[config.mk]
export PLATFORM = sky130hd
export DESIGN_NAME = alu_out_pipe
export DESIGN_NICKNAME = d
export VERILOG_FILES = /design/src/rtl/alu_out_pipe.sv
export SDC_FILE = /design/constraint.sdc
export NUM_CORES = 1
export LEC_CHECK = 0
export ABC_AREA = 1
export CAP_MARGIN = 30
export CORE_MARGIN = 2
export CORE_UTILIZATION = 45
export DETAILED_ROUTE_END_ITERATION = 16
export MAX_ROUTING_LAYER = met4
export PLACE_DENSITY = 0.76
export RECOVER_POWER = 100
export SLEW_MARGIN = 20
export SYNTH_ARGS = -nofsm -noshare
export SYNTH_HDL_FRONTEND = slang
export SYNTH_SLANG_ARGS = --single-unit
[constraint.sdc]
create_clock -name CLK -period 2 [get_ports CLK]
set_input_delay 0.2 -clock CLK [delete_from_list [all_inputs] [get_ports CLK]]
set_output_delay 0.2 -clock CLK [all_outputs]
set_load 0.05 [all_outputs]
[src/rtl/alu_out_pipe.sv]
// STAGES-deep handshaked register pipeline for ALU results: collapses bubbles
// under backpressure, flushes synchronously and reports its occupancy.
module alu_out_pipe #(
  parameter int unsigned      WIDTH     = 32,
  parameter int unsigned      STAGES    = 2,
  parameter logic [WIDTH-1:0] RESET_VAL = '0
) (
  input  logic                         CLK,
  input  logic                         Reset,
  input  logic                         flush,
  input  logic                         in_valid,
  input  logic [WIDTH-1:0]             in_data,
  output logic                         in_ready,
  output logic                         out_valid,
  output logic [WIDTH-1:0]             out_data,
  input  logic                         out_ready,
  output logic [$clog2(STAGES+1)-1:0]  count
);

  localparam int unsigned CW = $clog2(STAGES + 1);

  logic [WIDTH-1:0]  data_q     [STAGES];
  logic [WIDTH-1:0]  src_data_c [STAGES];
  logic [STAGES-1:0] valid_q;
  logic [STAGES-1:0] adv_c;
  logic [STAGES-1:0] src_valid_c;
  logic [CW-1:0]     count_q;
  logic              in_fire_c;
  logic              out_fire_c;

  // A stage may move when any stage at or below it (towards the output) is empty,
  // or the consumer is taking the last item.
  always_comb begin : p_adv
    logic tail_full;
    adv_c     = '0;
    tail_full = 1'b1;
    for (int i = int'(STAGES) - 1; i >= 0; i--) begin
      tail_full = tail_full & valid_q[i];
      adv_c[i]  = out_ready | ~tail_full;
    end
  end

  assign in_ready   = adv_c[0];
  assign in_fire_c  = in_valid & adv_c[0] & ~flush;
  assign out_fire_c = valid_q[STAGES-1] & out_ready;

  // Source of each stage: the producer for stage 0, the previous stage otherwise.
  always_comb begin
    src_valid_c = '0;
    for (int i = 0; i < int'(STAGES); i++) begin
      src_data_c[i] = in_data;
    end
    src_valid_c[0] = in_fire_c;
    for (int i = 1; i < int'(STAGES); i++) begin
      src_valid_c[i] = valid_q[i-1];
      src_data_c[i]  = data_q[i-1];
    end
  end

  // Stage registers; data only loads from a valid source so bubbles do not toggle it.
  always_ff @(posedge CLK or posedge Reset) begin
    if (Reset) begin
      valid_q <= '0;
      count_q <= '0;
      for (int i = 0; i < int'(STAGES); i++) begin
        data_q[i] <= RESET_VAL;
      end
    end else if (flush) begin
      valid_q <= '0;
      count_q <= '0;
    end else begin
      for (int i = 0; i < int'(STAGES); i++) begin
        if (adv_c[i]) begin
          valid_q[i] <= src_valid_c[i];
          if (src_valid_c[i]) begin
            data_q[i] <= src_data_c[i];
          end
        end
      end
      count_q <= count_q + CW'(in_fire_c) - CW'(out_fire_c);
    end
  end

  assign out_valid = valid_q[STAGES-1];
  assign out_data  = data_q[STAGES-1];
  assign count     = count_q;

endmodule
-- Word-level counts from Yosys, hierarchy flattened
Cells that the tools add are included.
- register bits: 68
- bits of input ports: 37
- logic and storage cells: 24
- $add $sub $neg: 2
- muxes and demuxes: 4
- bitwise logic cells: 9
- reduce and logical (&&, ||, !) cells: 4
- operators with widths (operator ; count):
    3-bit AND reduction ; 2
    1-bit bitwise AND ; 4
    2-bit two-way mux ; 2
    2-bit nonzero test ; 2
    1-bit inverter ; 3
    2-bit by 1-bit adder with 2-bit output ; 1
    1-bit two-way mux ; 2
    1-bit bitwise OR ; 2
    2-bit by 1-bit subtractor with 2-bit output ; 1

-- Logic depth before layout (Yosys ltp)
- depth in word-level cells: 8
- depth in mapped cells: 10
- mapped depth without buffers: 9

-- Least setup slack after synthesis
No wires, ideal clock.
- path kind: reg-to-reg
- start point: register valid_q[1]
- end point: register count_q[1] (netlist: count[1])
- library setup time: 0.119 ns
- arrival time: 1.718 ns
- path slack: 0.163 ns
- cell stages (with the launch flop): 10
- buffers on the path: 1
- period minus slack after synthesis: 1.837 ns
- cells stage by stage: dfrtp_1 > nand3_4 > nand2_4 > buf_8 > ha_1 > inv_1 > ha_1 > nand3_1 > nand2_1 > nor2_1
- longest elaborated chain between the ends: 8
- elaborated cells on any way between the ends: 9
- RTL lines (element ; RTL line ; RTL):
    start: declaration ; 24 ; logic [STAGES-1:0] valid_q;
    start signal: indexed assignment ; 74 ; valid_q[i] <= src_valid_c[i];
    1-bit bitwise AND ; 38 ; tail_full = tail_full & valid_q[i];
    1-bit inverter ; 39 ; adv_c[i] = out_ready | ~tail_full;
    1-bit bitwise OR ; 39 ;
    1-bit bitwise AND (2 in series) ; 44 ; assign in_fire_c = in_valid & adv_c[0] & ~flush;
    2-bit by 1-bit adder with 2-bit output ; 80 ; count_q <= count_q + CW'(in_fire_c) - CW'(out_fire_c);
    2-bit by 1-bit subtractor with 2-bit output (*) ; 80 ;
    2-bit two-way mux (*) ; 68 ; end else if (flush) begin
    end signal: assignment ; 80 ;
    end: declaration ; 27 ; logic [CW-1:0] count_q;
Mark *: on every way between the ends. The rest lies on a longest branch, timed or not.
A chain may end at the register's enable or synchronous reset.

-- Final worst setup path
- start point: register valid_q[1]
- end point: output port out_valid
- RTL lines (element ; RTL line ; RTL):
    end: declaration ; 14 ; output logic out_valid,
No word-level cell between the ends.

==> flow_metrics.tcl <==
set metrics [dict create \
    hold_buffers 0 \
    seqPwrFrac_pct 44.6 \
    syn_area_um2 3083 \
    p_total_uw 3852 \
    post_cts_buffers 0 \
    cts_resized 0 \
    hold_start "in_data[17]" \
    finish.net_count 419 \
    hp-class "primary input to register" \
    cts_made_buffers 9 \
    portBuffers 72 \
    crit_path_start_kind "register" \
    crit_chain "dlygate4sd3_1" \
    clk_pin_slew_ns 0.07 \
    reg2reg_slack_ns 0.49 \
    ys_warn_count 0 \
    worst-path-max-fanout 4 \
    place_hpwl_mm 3.993 \
    num_rows 30 \
    stdcell_count 464 \
    period_needed_ns 1.808 \
    crit_family "buffers and inverters" \
    grt_overflow 0 \
    period_share_pct 90.40 \
    p_int_uw 2459 \
    die-area_um2 7529 \
    switchingPower_uw 1393 \
    synth.distinct_cells 17 \
    path_buf_inv 1 \
    place_area_um2 3610 \
    combPwrFrac_pct 29.1 \
    antenna_found_initial 0 \
    design_area_um2 3715 \
    htreeDepth 3 \
    core_um2 6719 \
    track_usage_pct 18.05 \
    place.gp.congestion 0.7634 \
    setup_violations 0 \
    dr.pass1.iters 4 \
    ys_top_cells_by_area "dfrtp_1 (55%), nand2_1 (15%), nand3_1 (11%)" \
    drive_gt1_share_pct 9.375 \
    cp.depth 1 \
    rsz0062_at_grt "no" \
    avgViaCountPerCell 4.877 \
    start_util_pct 45.88 \
    slowest_delay_ns 0.89 \
    hold_viol 0 \
    fin_skew_ns 0.007188 \
    swShare_pct 36.15 \
    drt_iter0_markers 101 \
    syn_avg_cell_area_um2 9.121 \
    area_delta_synth_final_pct 20.50 \
    relSlewSlack_pct 2.105 \
    yosysTopAreaCell "dfrtp_1" \
    placed_cells 449 \
    tightest_slew_ns 1.468 \
    wl_mm 5.963 \
    layout_commonest_cell "nand2_1" \
    crit-reg2reg-launch "valid_q[1]" \
    critical_path_class "register to primary output" \
    required_ns 1.80 \
    synthCells 338 \
    fin_hold_ws_ns 0.4186 \
    grt_pass1_vias 2299 \
    root_buffer "clkbuf_8" \
    final_max_slew_viol_count 0 \
    worstReg2RegEnd "data_q[61]" \
    clock_path_buffers 2 \
    leakagePower_uw 0.001959 \
    layout_common_cells "nand2_1 (124), dfrtp_1 (68), nand3_1 (66)" \
    cp_slowest_cell "dlygate4sd3_1" \
    n_antenna_cell 0 \
    vdd_drop_max_v 0.0003886 \
    status "finished clean" \
    fin_setup_tns_ns 0 \
    ios 73 \
    dieHeight_um 86.77 \
    worstSkewPairLatency_ns 0.33 \
    grt_first_pass_wirelength_mm 10.38 \
    crit_path_end_kind "primary output" \
    cts_tree "yes" \
    ys_seq_area_share_pct 55.19 \
    clock-sinks 68 \
    wire_per_inst_um 12.85 \
    die_width_um 86.77 \
    cp.arrival_ns 1.61 \
    p_per_area_nw_per_um2 1037 \
    ff2ff_path_depth 5 \
    num_vias 2263 \
    synth-seq-cells 68 \
    synth_fp_nets 377 \
    hold-path-endpoint "data_q[49]" \
    drv_cap 0 \
    max_freq_mhz 553.1 \
    whs_path_depth 3 \
    ant_nets 0 \
    grt_max_degree 69 \
    drc 0 \
    yosysTopAreaCellShare_pct 55.19 \
    clkPwrFrac_pct 26.3 \
]
-- flip-flops by register name (all words and copies together) (netlist names) --
register / cells
data_q: 32
out_data: 32
count: 2
valid_q: 2
-- per-layer routing --
metal / routed length, um / share of wire (%) / vias to the layer above / GRT usage [%]
met1: 2665 / 45 / 1059 / 22.85
li1: - / - / 1122 / -
met4: 174 / 2.9 / 0 / 9.233
met2: 2895 / 49 / 65 / 27.97
met5: 0 / 0 / - / -
met3: 228 / 3.8 / 17 / 3.048
-- cell families after synthesis --
logic type               count (synthesis)  synth area share [%]
AO/OA/AOI/OAI                            3                0.4869
adder cells (fa/ha/maj)                  2                0.8116
buffers and inverters                   60                 13.68
flip-flops                              68                 55.19
AND/OR/NAND/NOR                        205                 29.83
-- worst reg2reg max path, cell delays in order, from the launching register on --
cell and delay (ns):
dfrtp_1 0.39, nand3_1 0.16, nand2_4 0.09, clkbuf_2 0.58, nand2_1 0.14, nand2_1 0.09
-- stage by stage --
step,utilization [%],worst slack [ns]
finish,55.29,0.1919
CTS,56.35,0.1613
global placement,53.72,0.3460
floorplan,-,0.08849
detailed placement,53.72,0.2939
global route,55.29,0.1078
-- layout make-up --
| class | count | area, um2 |
|---|---|---|
| Sequential cell | 68 | 1702 |
| Inverter | 10 | 37.54 |
| Tap cell | 80 | 100.1 |
| Timing Repair Buffer | 81 | 774.5 |
| Clock inverter | 4 | 25.02 |
| Multi-Input combinational cell | 210 | 924.6 |
| Fill cell | 619 | 3004 |
| Clock buffer | 11 | 151.4 |
-- power groups by stage --
| stage | Clock [uW] | Sequential (uW) | Combinational, uW |
|---|---|---|---|
| after global placement | 0 | 1750 | 1180 |
| after CTS | 1040 | 1730 | 1200 |
| after detailed placement | 0 | 1750 | 1200 |
| after global routing | 1100 | 1750 | 1210 |
| final | 1010 | 1720 | 1120 |
| after floorplan | 0 | 1740 | 975 |
-- cells in the mapped netlist (all sizes together) --
| cell type | instances |
|---|---|
| nand2 | 135 |
| dfrtp | 68 |
| nand3 | 66 |
| buf | 48 |
| inv | 10 |
| nor2 | 4 |
| a21oi | 3 |
| clkbuf | 2 |
| ha | 2 |
-- how the worst max path moves through the flow --
stage | start | endpoint | slack, ns
2_1_floorplan | Reset | count[0] | 0.09
3_3_place_gp | in_valid | count[0] | 0.35
3_5_place_dp | flush | count[1] | 0.29
4_1_cts | valid_q[1] | out_valid | 0.16
5_1_grt | Reset | data_q[41] | 0.11
6_report | valid_q[1] | out_valid | 0.19
Power figures use the tool's default switching activity.
